==> config.mk <==
export PLATFORM = sky130hd
export DESIGN_NAME = uart_tx_serializer
export DESIGN_NICKNAME = d
export VERILOG_FILES = /design/src/rtl/uart_tx_serializer.sv
export SDC_FILE = /design/constraint.sdc
export NUM_CORES = 1
export LEC_CHECK = 0
export BUFFER_PORTS_ARGS = -buffer_cell sky130_fd_sc_hd__buf_2
export CAP_MARGIN = 20
export CORE_MARGIN = 2
export CORE_UTILIZATION = 35
export CTS_CLUSTER_DIAMETER = 150
export CTS_CLUSTER_SIZE = 20
export DETAILED_ROUTE_END_ITERATION = 10
export GPL_TIMING_DRIVEN = 0
export HOLD_SLACK_MARGIN = 0.12
export PLACE_DENSITY = 0.6
export SLEW_MARGIN = 5
export SYNTH_ARGS = -nofsm -noshare
export SYNTH_HDL_FRONTEND = slang
export SYNTH_SLANG_ARGS = --single-unit
==> constraint.sdc <==
create_clock -name clk -period 2.6 [get_ports clk]
set_input_delay 0.26 -clock clk [delete_from_list [all_inputs] [get_ports clk]]
set_output_delay 0.26 -clock clk [all_outputs]
set_load 0.01 [all_outputs]
==> src/rtl/uart_tx_serializer.sv <==
// UART transmit serializer.
// Takes a byte on a valid/ready handshake and shifts it out as
// start bit, DATA_WIDTH data bits (LSB first), optional parity and
// STOP_BITS stop bits. Each bit lasts CLK_DIV clock cycles. The line
// output is registered and idles high.
module uart_tx_serializer #(
  parameter int unsigned DATA_WIDTH = 8,
  parameter int unsigned CLK_DIV    = 16,
  parameter int unsigned PARITY_EN  = 0,
  parameter int unsigned PARITY_ODD = 0,
  parameter int unsigned STOP_BITS  = 1
) (
  input  logic                  clk,
  input  logic                  rst,
  input  logic [DATA_WIDTH-1:0] data_i,
  input  logic                  valid_in,
  output logic                  ready_in,
  output logic                  tx,
  output logic                  busy
);

  localparam int unsigned BAUD_W = (CLK_DIV > 1) ? $clog2(CLK_DIV) : 1;
  localparam int unsigned BIT_W  = (DATA_WIDTH > 1) ? $clog2(DATA_WIDTH) : 1;
  localparam int unsigned STOP_W = (STOP_BITS > 1) ? $clog2(STOP_BITS) : 1;

  localparam logic [BAUD_W-1:0] BAUD_LAST = BAUD_W'(CLK_DIV - 1);
  localparam logic [BIT_W-1:0]  BIT_LAST  = BIT_W'(DATA_WIDTH - 1);
  localparam logic [STOP_W-1:0] STOP_LAST = STOP_W'(STOP_BITS - 1);
  localparam logic              PAR_SEED  = (PARITY_ODD != 0);
  localparam logic              HAS_PAR   = (PARITY_EN != 0);

  typedef enum logic [2:0] {
    ST_IDLE   = 3'd0,
    ST_START  = 3'd1,
    ST_DATA   = 3'd2,
    ST_PARITY = 3'd3,
    ST_STOP   = 3'd4
  } state_e;

  state_e                state_q;
  logic [DATA_WIDTH-1:0] shift_q;
  logic                  par_q;
  logic [BAUD_W-1:0]     baud_q;
  logic [BAUD_W-1:0]     baud_d;
  logic [BIT_W-1:0]      bit_q;
  logic [STOP_W-1:0]     stop_q;
  logic                  tx_q;
  logic                  busy_q;
  logic                  bit_end;

  // Baud counter next value; a bit period ends when the counter hits CLK_DIV-1.
  always_comb begin
    bit_end = (baud_q == BAUD_LAST);
    baud_d  = bit_end ? '0 : baud_q + BAUD_W'(1);
  end

  // Frame sequencer; tx and busy are registered so tx_q is set to the value
  // of the upcoming bit on the edge that enters each phase.
  always_ff @(posedge clk or posedge rst) begin
    if (rst) begin
      state_q <= ST_IDLE;
      shift_q <= '0;
      par_q   <= 1'b0;
      baud_q  <= '0;
      bit_q   <= '0;
      stop_q  <= '0;
      tx_q    <= 1'b1;
      busy_q  <= 1'b0;
    end else begin
      case (state_q)
        ST_IDLE: begin
          tx_q   <= 1'b1;
          busy_q <= 1'b0;
          baud_q <= '0;
          if (valid_in) begin
            shift_q <= data_i;
            // Parity comes from the captured byte so it does not depend on
            // how far the shift register has advanced.
            par_q   <= (^data_i) ^ PAR_SEED;
            state_q <= ST_START;
            tx_q    <= 1'b0;
            busy_q  <= 1'b1;
          end
        end

        ST_START: begin
          baud_q <= baud_d;
          if (bit_end) begin
            state_q <= ST_DATA;
            tx_q    <= shift_q[0];
          end
        end

        ST_DATA: begin
          baud_q <= baud_d;
          if (bit_end) begin
            if (bit_q == BIT_LAST) begin
              bit_q <= '0;
              if (HAS_PAR) begin
                state_q <= ST_PARITY;
                tx_q    <= par_q;
              end else begin
                state_q <= ST_STOP;
                tx_q    <= 1'b1;
              end
            end else begin
              bit_q   <= bit_q + BIT_W'(1);
              shift_q <= {1'b0, shift_q[DATA_WIDTH-1:1]};
              tx_q    <= shift_q[1];
            end
          end
        end

        ST_PARITY: begin
          baud_q <= baud_d;
          if (bit_end) begin
            state_q <= ST_STOP;
            tx_q    <= 1'b1;
          end
        end

        ST_STOP: begin
          baud_q <= baud_d;
          tx_q   <= 1'b1;
          if (bit_end) begin
            if (stop_q == STOP_LAST) begin
              stop_q  <= '0;
              state_q <= ST_IDLE;
              busy_q  <= 1'b0;
            end else begin
              stop_q <= stop_q + STOP_W'(1);
            end
          end
        end

        default: begin
          state_q <= ST_IDLE;
          baud_q  <= '0;
          bit_q   <= '0;
          stop_q  <= '0;
          tx_q    <= 1'b1;
          busy_q  <= 1'b0;
        end
      endcase
    end
  end

  assign ready_in = (state_q == ST_IDLE);
  assign tx       = tx_q;
  assign busy     = busy_q;

endmodule

==> results.yml <==
sta:
  maxSlewHeadroom_pct: 48.1
  max_freq_mhz: 475
  period_share_pct: 81.0
  tightest_slew_ns: 0.778
  setup_violations: 0
  rsz0062_at_grt: "false"
  fin_setup_tns_ns: 0
  slew_viol_final: 0
  period_minus_slack_ns: 2.11
  worst_clock_skew_ns: 0.0129
  hold_violations: 0
detailed_routing:
  drc: 0
  ant_nets: 0
  vias: 755
  routed_wl_um: 1900
  first_pass_iters: 4
  wl_per_cell_um: 13.6
  drt_iter0_drc: 16
  avgViaCountPerCell: 5.39
pwr:
  p_int_mw: 0.417
  seq_power_share_pct: 60.6
  switching_share_pct: 21.1
  p_clk_share_pct: 34.6
  net-switching-power_mw: 0.112
  ir_drop_v: 0.000147
  power.leakage_nw: 0.552
  comb_power_share_pct: 4.8
  powerDensity_nw_per_um2: 437
floorplan:
  core_um2: 2810
  die_area_um2: 3480
  rows: 19
  die_y_um: 59.0
  die_w_um: 59.0
  start_util_pct: 37.8
  pin_count: 14
cts:
  clkLatencyLatePin_ns: 0.31
  hold_buffers: 1
  post_cts_resize_count: 0
  root_buffer: "clkbuf_4"
  cts_made_buffers: 3
  cts_tree: "built"
  clkTransAtPathRegs_ns: 0.12
  post-cts-setup-buffers: 0
  clockBufferDepth: 2
  h-tree-depth: 1
  numClockSinks: 20
layout:
  area_delta_synth_final_pct: 14.2
  final_net_count: 125
  post-route-util_pct: 43.1
  n_antenna_cell: 0
  drive_above_1_share_pct: 33.9
synth:
  yosys-top-cells-area: "dfrtp_1 45%, mux2_2 15%, ha_1 4.7%"
  syn_area_um2: 1060
  syn-instance-count: 91
  ys_async_sr_fraction_pct: 100
  synthDistinctLibCells: 32
  synth_top_area_cell: "dfrtp_1"
  synth-seq-cells: 20
  synth_top_flop_cell: "dfrtp_1"
  synth_top_area_share_pct: 44.9
  synth_fp_nets: 106
  ys_top_cells_by_count: "19 x dfrtp_1, 14 x mux2_2, 7 x nor2_1"
  synth_edf_count: 0
  avgSynthCellArea_um2: 11.6
  ys_warn_count: 0
  synth.most_common_cell: "dfrtp_1"
  yosysSeqAreaShare_pct: 47.3
min_path:
  holdCritPathClass: "input port to flip-flop"
  worstHoldPathCells: 4
run:
  max-cap-violations: 0
grt:
  grt_pass1_wl_um: 3350
  grt_overflow: 0
  first_global_vias: 788
  grt_usage_pct: 12.7
  grt_antenna_before_repair: 0
  grt_max_degree: 21
worst_setup_path:
  path_max_fanout: 8
  cp-start-kind: "flip-flop"
  cp-end-kind: "flip-flop"
  cp.required_ns: 2.79
  ff2ff_path_depth: 5
  crit_arrival_ns: 2.30
  criticalPathCategory: "flip-flop to flip-flop"
placement:
  hpwlAfterDp_um: 1380
  portBuffers: 13
  gp_routability_congestion: 0.740
status:
  status: "completed"
## critical path, cell delays in order, from the launching register on
cell and delay, ns:
dfrtp_1 0.43, ha_1 0.23, ha_1 0.20, or4b_4 0.49, o21ai_4 0.27, mux2_2 0.37
## cell families (layout without fill, tap and decap cells)
| family | after synthesis | count (layout) | synth area share [%] |
|---|---|---|---|
| AO/OA/AOI/OAI | 20 | 20 | 14.5 |
| XOR/XNOR | 2 | 2 | 1.65 |
| adder cells (fa/ha/maj) | 4 | 4 | 4.72 |
| buffers and inverters | 9 | 27 | 3.54 |
| flip-flops | 20 | 20 | 47.3 |
| multiplexers | 15 | 15 | 15.8 |
| AND/OR/NAND/NOR | 21 | 21 | 12.4 |
## cell usage in the layout, fill, tap and decap left out, types with 2 or more instances in the layout
master	count
dfrtp_1	19
nand3_1	2
nor2_1	7
o2bb2ai_1	3
a21oi_1	2
a32oi_1	3
clkbuf_1	3
o21ai_0	4
mux2_2	14
buf_2	13
nor2b_1	2
clkbuf_4	3
inv_1	5
or4b_4	2
nor3_1	3
ha_1	4
## state kept, by name, indices dropped and copies added (netlist names)
register and cells:
shift_q 8, bit_q 3, baud_q 4, state_q 3
tx 1, busy 1
## path summary, 6_finish.rpt
check / startpoint / endpoint / slack, ns
max: bit_q[0] / shift_q[3] / 0.49
min: valid_in / tx / 0.24
max reg2reg: bit_q[0] / shift_q[3] / 0.49
min reg2reg: baud_q[0] / baud_q[0] / 0.51
max in group asynchronous: rst / shift_q[5] / 1.48
min in group asynchronous: rst / baud_q[0] / 0.62
## routing by layer
metal / vias to the layer above / GRT usage, % / share of wire (%)
li1: 377 / - / -
met1: 361 / 16.4 / 46
met2: 13 / 21.3 / 49
met3: 4 / 2.62 / 3.3
met4: 0 / 3.90 / 1.3
met5: - / 0 / 0
## power groups by stage
stage          registers [mW]  clock network (mW)  logic [mW]
2_1_floorplan           0.325                   0      0.0138
3_3_place_gp            0.326                   0      0.0247
3_5_place_dp            0.326                   0      0.0253
4_1_cts                 0.320               0.189      0.0265
5_1_grt                 0.321               0.202      0.0294
6_report                0.320               0.183      0.0254
## through the flow
stage | area [um2] | total power, mW | worst slack [ns] | std cells | hold WS [ns]
3_5_place_dp | 1160 | 0.351 | 0.517 | 135 | 0.456
5_1_grt | 1210 | 0.552 | 0.415 | 140 | 0.283
6_report | 1210 | 0.528 | 0.493 | 140 | 0.241
4_1_cts | 1210 | 0.536 | 0.487 | 140 | 0.242
2_1_floorplan | 1060 | 0.339 | 0.632 | 91 | 0.223
3_3_place_gp | 1160 | 0.351 | 0.526 | 135 | 0.437
## layout make-up
| cell class | count | area, um2 |
|---|---|---|
| timing repair buffer | 14 | 75.1 |
| multi-input combinational | 62 | 520 |
| fill | 270 | 1600 |
| inverter | 5 | 18.8 |
| tap | 31 | 38.8 |
| sequential | 20 | 502 |
| buffer | 4 | 18.8 |
| clock buffer | 4 | 36.3 |
Note: power is estimated with default switching activity, not from simulation.
